**src/rtl/friscv_run_monitor.sv**
```systemverilog
// Run monitor for RISC-V test harts: holds core reset, counts RUN cycles, latches
// halts and their cause, and reports done/pass/timeout until the next srst.
module friscv_run_monitor #(
  parameter int unsigned NB_HART    = 1,
  parameter int unsigned TIMEOUT    = 10000,
  parameter int unsigned CNT_W      = 32,
  parameter logic [7:0]  STOP_MASK  = 8'h12,
  parameter bit          ALL_HARTS  = 1'b0,
  parameter int unsigned RESET_HOLD = 5
) (
  input  logic                 aclk,
  input  logic                 srst,
  input  logic [NB_HART*8-1:0] status,
  input  logic [NB_HART-1:0]   x31_zero,
  output logic                 core_rstn,
  output logic [NB_HART-1:0]   halted,
  output logic [7:0]           halt_cause,
  output logic                 done,
  output logic                 pass,
  output logic                 timeout,
  output logic [CNT_W-1:0]     cycles
);

  localparam int unsigned HOLD_MAX = (RESET_HOLD > 0) ? RESET_HOLD - 1 : 0;
  localparam int unsigned HOLD_W   = (HOLD_MAX > 0) ? $clog2(HOLD_MAX + 1) : 1;

  typedef enum logic [1:0] {HOLD, RUN, DONE} state_t;

  state_t              state_q;
  logic [HOLD_W-1:0]   hold_q;
  logic [NB_HART-1:0]  hit_c;
  logic [NB_HART-1:0]  halted_d;
  logic [7:0]          cause_d;
  logic                stop_c;
  logic                last_c;

  // New halts this cycle, accumulated cause and the stop/timeout conditions
  always_comb begin
    hit_c   = '0;
    cause_d = halt_cause;
    for (int unsigned h = 0; h < NB_HART; h++) begin
      hit_c[h] = (|(status[8*h +: 8] & STOP_MASK)) && !halted[h];
      if (hit_c[h]) begin
        cause_d = cause_d | status[8*h +: 8];
      end
    end
    halted_d = halted | hit_c;
    stop_c   = ALL_HARTS ? (&halted_d) : (|halted_d);
    last_c   = (cycles == CNT_W'(TIMEOUT - 1));
  end

  always_ff @(posedge aclk) begin
    if (srst) begin
      state_q    <= HOLD;
      hold_q     <= '0;
      core_rstn  <= 1'b0;
      halted     <= '0;
      halt_cause <= '0;
      done       <= 1'b0;
      pass       <= 1'b0;
      timeout    <= 1'b0;
      cycles     <= '0;
    end else begin
      case (state_q)
        HOLD: begin
          if (hold_q == HOLD_W'(HOLD_MAX)) begin
            state_q   <= RUN;
            core_rstn <= 1'b1;
          end else begin
            hold_q <= hold_q + HOLD_W'(1);
          end
        end
        RUN: begin
          halted     <= halted_d;
          halt_cause <= cause_d;
          // Saturate at TIMEOUT-1 so the counter can never wrap
          if (!last_c) begin
            cycles <= cycles + CNT_W'(1);
          end
          if (stop_c) begin
            state_q <= DONE;
            done    <= 1'b1;
            pass    <= &x31_zero;
          end else if (last_c) begin
            state_q <= DONE;
            done    <= 1'b1;
            timeout <= 1'b1;
            pass    <= 1'b0;
          end
        end
        DONE: begin
          state_q <= DONE;
        end
        default: begin
          state_q <= HOLD;
        end
      endcase
    end
  end

endmodule

```
**config.mk**
```make
export PLATFORM = sky130hd
export DESIGN_NAME = friscv_run_monitor
export DESIGN_NICKNAME = d
export VERILOG_FILES = /design/src/rtl/friscv_run_monitor.sv
export SDC_FILE = /design/constraint.sdc
export NUM_CORES = 1
export LEC_CHECK = 0
export CELL_PAD_IN_SITES_DETAIL_PLACEMENT = 0
export CELL_PAD_IN_SITES_GLOBAL_PLACEMENT = 2
export CORE_MARGIN = 3
export CORE_UTILIZATION = 26
export DETAILED_ROUTE_END_ITERATION = 6
export GPL_TIMING_DRIVEN = 0
export HOLD_SLACK_MARGIN = 0.12
export MAX_ROUTING_LAYER = met4
export PLACE_DENSITY = 0.77
export SKIP_CTS_REPAIR_TIMING = 1
export SKIP_LAST_GASP = 1
export SLEW_MARGIN = 40
export SYNTH_ARGS = -nofsm -noshare
export SYNTH_HDL_FRONTEND = slang
export SYNTH_SLANG_ARGS = --single-unit
```
**constraint.sdc**
```tcl
create_clock -name aclk -period 1.6 [get_ports aclk]
set_input_delay 0.32 -clock aclk [delete_from_list [all_inputs] [get_ports aclk]]
set_output_delay 0.32 -clock aclk [all_outputs]
set_load 0.02 [all_outputs]
```
==> results_dict.tcl, run 1 <==
set metrics [dict create \
    status "finished, violations left" \
    failed_checks "setup timing" \
    pwr_density_cell_nw_per_um2 735 \
    path_clk_slew_ps 100 \
    wirelength_um 7310 \
    die_y_um 103 \
    cts.htree.levels 2 \
    antenna_left 0 \
    rsz0062_at_grt "yes" \
    synth_cells 282 \
    critPathArrivalTime_ps 1990 \
    finClkSkew_ps 7.87 \
    finalHoldViolCount 0 \
    clock_latency_ps 310 \
    finalSetupViolations 24 \
    min_period_over_period 1.12 \
    yosysSeqAreaShare 0.411 \
    max-cap-violations 0 \
    dr.pass1.iters 4 \
    wl_per_cell_um 15.7 \
    max_freq_mhz 558 \
    dp_hpwl_um 5090 \
    critPathMaxFanout 5 \
    n_fill_cell 878 \
    setup_slack_ps -191 \
    antenna_found_initial 0 \
    end_kind "register" \
    grt.total_usage 0.141 \
    die_w_um 103 \
    async_flop_share 0 \
    core_area_um2 8890 \
    hold_start "halt_cause[1]$_SDFFE_PP0P_" \
    dieArea_um2 10600 \
    final_cells 467 \
    r2r_slack_ps -190 \
    hold_depth 2 \
    cp.required_ps 1800 \
    nets 374 \
    p_leak_nw 2.21 \
    ys.flop_type "dfxtp_1" \
    cts_made_buffers 5 \
    insertedDiodeCount 0 \
    ir_worst_vdd_mv 0.434 \
    synth_nets 298 \
    num_rows 34 \
    holdWs_ps 478 \
    drive_above_1_share 0.284 \
    power.total_w 0.00277 \
    r2r_end "cycles[29]$_SDFFE_PP0P_" \
    critPathLaunch "state_q[1]$_SDFFE_PP0P_" \
    dp.cells 445 \
    clockBufferDepth 2 \
    initial_core_util 0.274 \
    final_max_slew_viol_count 0 \
    hp-class "register to register" \
    slew_headroom 0.573 \
    avgSynthCellArea_um2 8.64 \
    cts.sinks 50 \
    yosysUniqueCellTypes 43 \
    gp_congestion 0.715 \
    ios 56 \
    synth-seq-cells 50 \
    vias 2386 \
    grt_pass1_vias 2178 \
    hold_end "halt_cause[1]$_SDFFE_PP0P_" \
    drt-initial-drc-count 63 \
    cp-start-kind "register" \
    reg2reg_depth 6 \
    cts_tree "done" \
    syn-cell-area_um2 2440 \
    criticalPathCategory "register to register" \
    yosys_warnings 0 \
    drcViolationCount 0 \
    area_growth_pct 54.9 \
    overflow 0 \
    r2r_start "state_q[1]$_SDFFE_PP0P_" \
    synth-edff-count 0 \
    tightest_slew_ps 635 \
    portBuffers 55 \
    routed_via_density 5.11 \
    grt_max_degree 16 \
    cts-root-buf "clkbuf_8" \
    grt_pass1_wl_um 11200 \
    period_needed_ps 1790 \
]
## where the power goes
| part | total [W] | switching [W] | internal (W) |
|---|---|---|---|
| combinational | 0.000421 | 0.000228 | 0.000193 |
| sequential | 0.00135 | 0.0000512 | 0.00130 |
| clock | 0.00100 | 0.000461 | 0.000542 |
| total | 0.00277 | 0.000740 | 0.00203 |
## stage by stage
stage / setup TNS (ps) / utilization / area, µm² / setup WS, ps
floorplan: -291 / - / 2580 / -98.1
global placement: -22030 / 0.368 / 3270 / -599
detailed placement: -22270 / 0.368 / 3270 / -604
CTS: -13880 / 0.383 / 3400 / -441
global route: -3910 / 0.424 / 3770 / -262
finish: -1870 / 0.424 / 3770 / -191
## layer usage
metal	wire [µm]	vias to the layer above	GRT usage
met4	61	0	0.0388
met2	3170	48	0.205
li1	-	1192	-
met5	0	-	-
met1	3730	1137	0.200
met3	354	9	0.0257
## area by class of cell
type                            instances  area (µm²)  share of cell area
Sequential cell                        50        1050               0.278
Timing Repair Buffer                   68         764               0.203
Inverter                               10        37.5             0.00995
Clock buffer                            8         133              0.0352
Tap cell                              108         135              0.0358
Multi-Input combinational cell        210        1570               0.415
Buffer                                 13        86.3              0.0229
## synth_stat cells, types with 3 or more instances
cell / n / area, µm²
dfxtp_1: 50 / 1000
nor2_1: 33 / 124
a21oi_1: 26 / 130
nand2_1: 19 / 71.3
nand3_1: 12 / 60.1
nor2b_1: 11 / 68.8
mux2_2: 10 / 113
nor4_1: 10 / 62.6
inv_1: 9 / 33.8
o31ai_1: 9 / 67.6
or4_1: 9 / 67.6
and4_1: 8 / 70.1
nand4_1: 8 / 50.1
clkbuf_1: 7 / 26.3
xor2_1: 7 / 61.3
o21ai_0: 6 / 30.0
and3_1: 5 / 31.3
ha_1: 5 / 62.6
or3_1: 5 / 31.3
buf_2: 3 / 15.0
nor4b_1: 3 / 26.3
## layout by cell type (no fill, tap or decap), types with 4 or more instances in the layout
cell type / count
a21oi_2: 5
o31ai_1: 9
clkdlybuf4s50_1: 10
dlymetal6s2s_1: 45
nor2_1: 32
xor2_1: 7
nor2b_1: 11
and3_1: 5
buf_4: 15
dfxtp_4: 6
mux2_2: 6
or4_1: 7
or3_1: 5
dfxtp_1: 23
a21oi_1: 21
inv_1: 8
mux2_4: 4
dfxtp_2: 21
nand4_1: 8
nand2_1: 17
clkbuf_8: 6
nand3_1: 10
and4_1: 6
clkbuf_2: 5
nor4_4: 5
o21ai_0: 6
## cell families after synthesis
group,share of synthesized area
and+or+nand+nor,0.306
xor gates and xnor gates,0.0288
AOI/OAI and AO/OA,0.130
DFF,0.411
buffers and inverters,0.0431
adders and majority gates,0.0257
muxes,0.0550
## worst max-delay path by stage
stage / to / slack (ps) / cells after the start
floorplan: cycles[27]$_SDFFE_PP0P_ / -100 / 6
global placement: halt_cause[2]$_SDFFE_PP0P_ / -600 / 4
detailed placement: halt_cause[3]$_SDFFE_PP0P_ / -600 / 4
CTS: state_q[1]$_SDFFE_PP0P_ / -440 / 6
global route: cycles[29]$_SDFFE_PP0P_ / -260 / 6
finish: cycles[29]$_SDFFE_PP0P_ / -190 / 6
## sequential cells by signal, summed over array words and instances, names as in the netlist
signal and count:
cycles 32, halt_cause 8, hold_q 3, state_q 2
core_rstn 1, done 1, halted 1, pass 1
timeout 1
## worst max-delay path, cell delays in order, from the launching register on
cell and delay [ps]:
dfxtp_2 350, inv_2 70, ha_4 160, and4_4 250, nand4_4 210, nor4_4 300
mux2_4 330
(Power assumes the default switching activity.)
==> run 2, diff against run 1 <==
--- a/constraint.sdc
+++ b/constraint.sdc
@@ -3,2 +3,2 @@
 set_output_delay 0.32 -clock aclk [all_outputs]
-set_load 0.02 [all_outputs]
+set_load 0.1 [all_outputs]
==> run 2 against run 1 <==
  * The flow still finishes with violations (setup timing)
  * Global-route usage down 0.48 points
  * Via count up 3.0%
  * Clock-buffer cell count down 2
  * Setup slack better by 52 ps
  * Clock power down 19%
  * Routed wire length up 0.48%
  * Largest power group unchanged
==> results_dict.tcl, run 2 (synthesis results as in run 1) <==
set metrics [dict create \
    slew_headroom 0.669 \
    setup_slack_ps -139 \
    dpl_worst_slack_ps -621 \
    r2r_slack_ps -140 \
    fin_util 0.405 \
    seqCellArea_um2 1120 \
    nets 382 \
    critPathArrivalTime_ps 1940 \
    cp_cell_sequence "inv_2, ha_4, and4_4, nand4_4, buf_4, nor4_4, mux2_4" \
    drive_above_1_share 0.458 \
    cts.htree.levels 2 \
    min_period_over_period 1.09 \
    hold_start "halt_cause[6]$_SDFFE_PP0P_" \
    period_needed_ps 1740 \
    clockBufferDepth 2 \
    criticalPathCategory "register to register" \
    path_clk_slew_ps 100 \
    finalHoldViolCount 0 \
    core_area_um2 8890 \
    path_depth 7 \
    ios 56 \
    cts_tree "done" \
    grt_pass1_wl_um 10900 \
    area_growth_pct 47.7 \
    end_kind "register" \
    dp_hpwl_um 5180 \
    drcViolationCount 0 \
    portBuffers 55 \
    finalSetupViolations 20 \
    wl_per_cell_um 15.5 \
    max_stage_delay_ps 340 \
    rsz0062_at_grt "yes" \
    r2r_start "state_q[1]$_SDFFE_PP0P_" \
    failed_checks "setup timing" \
    multi_input_area_um2 1610 \
    max-cap-violations 0 \
    layout_commonest_cell "buf_2" \
    cp_top_family "simple AND/OR/NAND/NOR gates" \
    antenna_left 0 \
    die_y_um 103 \
    grt.total_usage 0.136 \
    initial_core_util 0.274 \
    routed_via_density 5.17 \
    largest_reg_flops 32 \
    max_freq_mhz 575 \
    gp_congestion 0.716 \
    cp.required_ps 1800 \
    reg.largest.list "cycles x32, halt_cause x8, hold_q x3" \
    r2r_end "cycles[26]$_SDFFE_PP0P_" \
    place_area_um2 3160 \
    pwr_density_cell_nw_per_um2 756 \
    critPathMaxFanout 5 \
    ir_worst_vdd_mv 0.577 \
    layout_common_cells "buf_2, nor2_1, dfxtp_4" \
    die_w_um 103 \
    cpMaxStageDelayCell "dfxtp_2" \
    tightest_slew_ps 499 \
    p_leak_nw 1.51 \
    insertedDiodeCount 0 \
    drt-initial-drc-count 100 \
    overflow 0 \
    cts.sinks 50 \
    dieArea_um2 10600 \
    grt_pass1_vias 2129 \
    final_area_um2 3600 \
    status "finished, violations left" \
    wirelength_um 7350 \
    grt_max_degree 17 \
    reg2reg_depth 7 \
    cts_made_buffers 5 \
    antenna_found_initial 0 \
    hold_end "halt_cause[6]$_SDFFE_PP0P_" \
    vias 2457 \
    clock_latency_ps 310 \
    hp-class "register to register" \
    largest-register "cycles" \
    dr.pass1.iters 5 \
    path_buf_inv 2 \
    cp-start-kind "register" \
    n_fill_cell 917 \
    final_max_slew_viol_count 0 \
    hold_depth 2 \
    num_rows 34 \
    cts-root-buf "clkbuf_8" \
    finClkSkew_ps 6.96 \
]
run 2: changes by cell type in the layout (fill, tap and decap cells not counted), sizes merged:
cell / previous run / this run
clkinvlp: 0 / 1
inv: 9 / 11
dlymetal6s2s: 45 / 0
clkinv: 1 / 0
buf: 19 / 72
clkbuf: 15 / 13
run 2: where the power goes:
| group | leakage [nW] | total, W | internal (W) | switching (W) |
|---|---|---|---|---|
| registers | 0.431 | 0.00131 | 0.00126 | 0.0000522 |
| logic | 1.03 | 0.000599 | 0.000184 | 0.000416 |
| clock network | 0.0521 | 0.000813 | 0.000359 | 0.000455 |
run 2: final cells by class:
class                           instances  share of cell area
Multi-Input combinational cell        210               0.447
Sequential cell                        50               0.313
Clock buffer                            6              0.0229
Inverter                               10              0.0115
Clock inverter                          2             0.00417
Buffer                                 13              0.0296
Tap cell                              108              0.0376
Timing Repair Buffer                   76               0.134
run 2: how the worst max path moves through the flow:
stage                     slack, ps               startpoint                         end
after floorplan                -210   cycles[7]$_SDFFE_PP0P_     cycles[25]$_SDFFE_PP0P_
after global placement         -620                     srst  halt_cause[5]$_SDFFE_PP0P_
after detailed placement       -620                     srst  halt_cause[4]$_SDFFE_PP0P_
after CTS                      -440  state_q[1]$_SDFFE_PP0P_     cycles[29]$_SDFFE_PP0P_
after global routing           -210  state_q[1]$_SDFFE_PP0P_     cycles[26]$_SDFFE_PP0P_
final                          -140  state_q[1]$_SDFFE_PP0P_     cycles[26]$_SDFFE_PP0P_
run 2: routing by layer:
layer,vias to the layer above,wire length (µm),global-route usage,part of all wire
li1,1221,-,-,-
met1,1178,3540,0.174,0.48
met2,52,3430,0.219,0.47
met3,6,329,0.0298,0.045
met4,0,52,0.0329,0.0071
met5,-,0,-,0
run 2: worst register-to-register path: stages, from the launching register on:
cell and delay [ps]:
dfxtp_2 340, inv_2 70, ha_4 160, and4_4 250, nand4_4 150, buf_4 190, nor4_4 170, mux2_4 320
run 2: metrics by stage:
| stage | setup TNS [ps] | total power (W) | std cells | hold slack (ps) |
|---|---|---|---|---|
| 2_1_floorplan | -2680 | 0.00176 | 282 | 461 |
| 4_1_cts | -13310 | 0.00273 | 453 | 475 |
| 6_report | -1220 | 0.00272 | 475 | 470 |
| 3_3_place_gp | -31430 | 0.00192 | 445 | 449 |
| 3_5_place_dp | -22000 | 0.00190 | 445 | 449 |
| 5_1_grt | -3040 | 0.00288 | 475 | 495 |
==> run 3, diff against run 2 <==
- CORE_UTILIZATION: 26 -> 33
- DONT_BUFFER_PORTS: not set -> 1
==> run 3 against run 2 <==
  * The flow still finishes with violations (setup timing)
  * Via count fell by 11%
  * Total power rose by 4.6%
  * Maximum frequency fell by 13%
  * Sequential share of layout area rose by 3.7 points
  * Register-to-register slack got worse by 250 ps
  * Largest cell class unchanged
==> results_dict.tcl, run 3 (synthesis results as in run 1) <==
set metrics [dict create \
    finClkSkew_ps 5.95 \
    drcViolationCount 0 \
    nets 320 \
    cpMaxStageDelayCell "dfxtp_4" \
    use_met2 0.251 \
    cp-start-kind "register" \
    die_w_um 91.9 \
    dieArea_um2 8450 \
    overflow 0 \
    period_needed_ps 1990 \
    final_max_slew_viol_count 0 \
    grt.total_usage 0.169 \
    drt-initial-drc-count 61 \
    met1_usage 0.226 \
    drive_above_1_share 0.403 \
    ios 56 \
    dp.cells 378 \
    max_freq_mhz 502 \
    pwr_density_cell_nw_per_um2 874 \
    hp-class "input port to register" \
    ir_worst_vdd_mv 0.576 \
    die_y_um 91.9 \
    p_leak_nw 1.13 \
    failed_checks "setup timing" \
    clock_latency_ps 310 \
    antenna_left 0 \
    insertedDiodeCount 0 \
    final_cells 401 \
    fin_util 0.466 \
    cts.sinks 50 \
    gp_congestion 0.764 \
    cp_cell_sequence "and4_4, nand4_4, buf_4, or4_1, a21oi_1" \
    setup_slack_ps -391 \
    path_clk_slew_ps 90 \
    rsz0062_at_grt "yes" \
    cts-root-buf "clkbuf_8" \
    layout_common_cells "nor2_1, dfxtp_4, a21oi_1" \
    cts.htree.levels 2 \
    place_area_um2 2840 \
    final_area_um2 3260 \
    clockBufferDepth 2 \
    finalSetupViolations 34 \
    criticalPathCategory "register to register" \
    tightest_slew_ps 636 \
    core_area_um2 6980 \
    vias 2177 \
    layout_commonest_cell "nor2_1" \
    portBuffers 0 \
    wl_per_cell_um 17.1 \
    antenna_found_initial 0 \
    routed_via_density 5.43 \
    critPathArrivalTime_ps 2230 \
    use_met3 0.0492 \
    grt_pass1_wl_um 11100 \
    area_growth_pct 33.7 \
    finalHoldViolCount 0 \
    min_period_over_period 1.24 \
    max_stage_delay_ps 590 \
    dr.pass1.iters 4 \
    slew_headroom 0.576 \
    dp_hpwl_um 4770 \
    max-cap-violations 0 \
    largest_reg_flops 32 \
    top_usage_layer "met2" \
    cp.required_ps 1830 \
    cts_made_buffers 5 \
    status "finished, violations left" \
    grt_pass1_vias 2035 \
    reg.largest.list "cycles x32, halt_cause x8, hold_q x3" \
    cts_tree "done" \
    critPathMaxFanout 8 \
    grt_max_degree 16 \
    initial_core_util 0.349 \
    num_rows 30 \
    end_kind "register" \
    wirelength_um 6850 \
    largest-register "cycles" \
]
[run 3: cell types whose count changed in the layout (fill, tap and decap cells not counted), moves of 3 or more]
cell and delta:
clkbuf_1 +5, clkdlybuf4s50_1 -10, buf_4 -9, dfxtp_2 +13, buf_2 -46, clkbuf_2 -5
mux2_2 +3, dfxtp_1 -12, buf_6 +3
[run 3: layout make-up]
cell class                      instances  area, µm²
Buffer                                 13        101
Clock buffer                            6       93.8
Clock inverter                          2       33.8
Fill cell                             708       3720
Inverter                               10       37.5
Multi-Input combinational cell        209       1600
Sequential cell                        50       1140
Tap cell                               96        120
Timing Repair Buffer                   15        138
[run 3: per-stage QoR]
step / hold slack (ps) / power (W) / worst slack, ps / TNS [ps]
3_3_place_gp: 463 / 0.00184 / -391 / -10930
3_5_place_dp: 471 / 0.00184 / -383 / -10690
6_report: 150 / 0.00285 / -391 / -7490
2_1_floorplan: 461 / 0.00176 / -208 / -2680
5_1_grt: 136 / 0.00299 / -434 / -10030
4_1_cts: 141 / 0.00285 / -397 / -11630
[run 3: worst paths after layout]
check / cells after the start / to / start / slack [ps]
setup reg to reg: 5 / cycles[24]$_SDFFE_PP0P_ / cycles[18]$_SDFFE_PP0P_ / -390
setup / recovery: 5 / cycles[24]$_SDFFE_PP0P_ / cycles[18]$_SDFFE_PP0P_ / -390
hold reg to reg: 2 / state_q[1]$_SDFFE_PP0P_ / state_q[1]$_SDFFE_PP0P_ / 500
hold / removal: 2 / halt_cause[0]$_SDFFE_PP0P_ / status[0] / 150
[run 3: worst max-delay path, delay by kind of cell, from the launching register on]
kind	cells	cell delay [ps]
and+or+nand+nor	3	970
DFF	1	590
buffers and inverters	1	240
AOI/OAI and AO/OA	1	120
[run 3: power by group]
part	switching, W	internal [W]
Combinational	0.000179	0.000136
Sequential	0.000274	0.00126
Clock	0.000440	0.000556
[run 3: per-layer routing]
layer | share of wire | wire length [µm]
met5 | 0 | 0
met4 | 0.011 | 74
met3 | 0.055 | 375
met2 | 0.45 | 3080
met1 | 0.49 | 3330
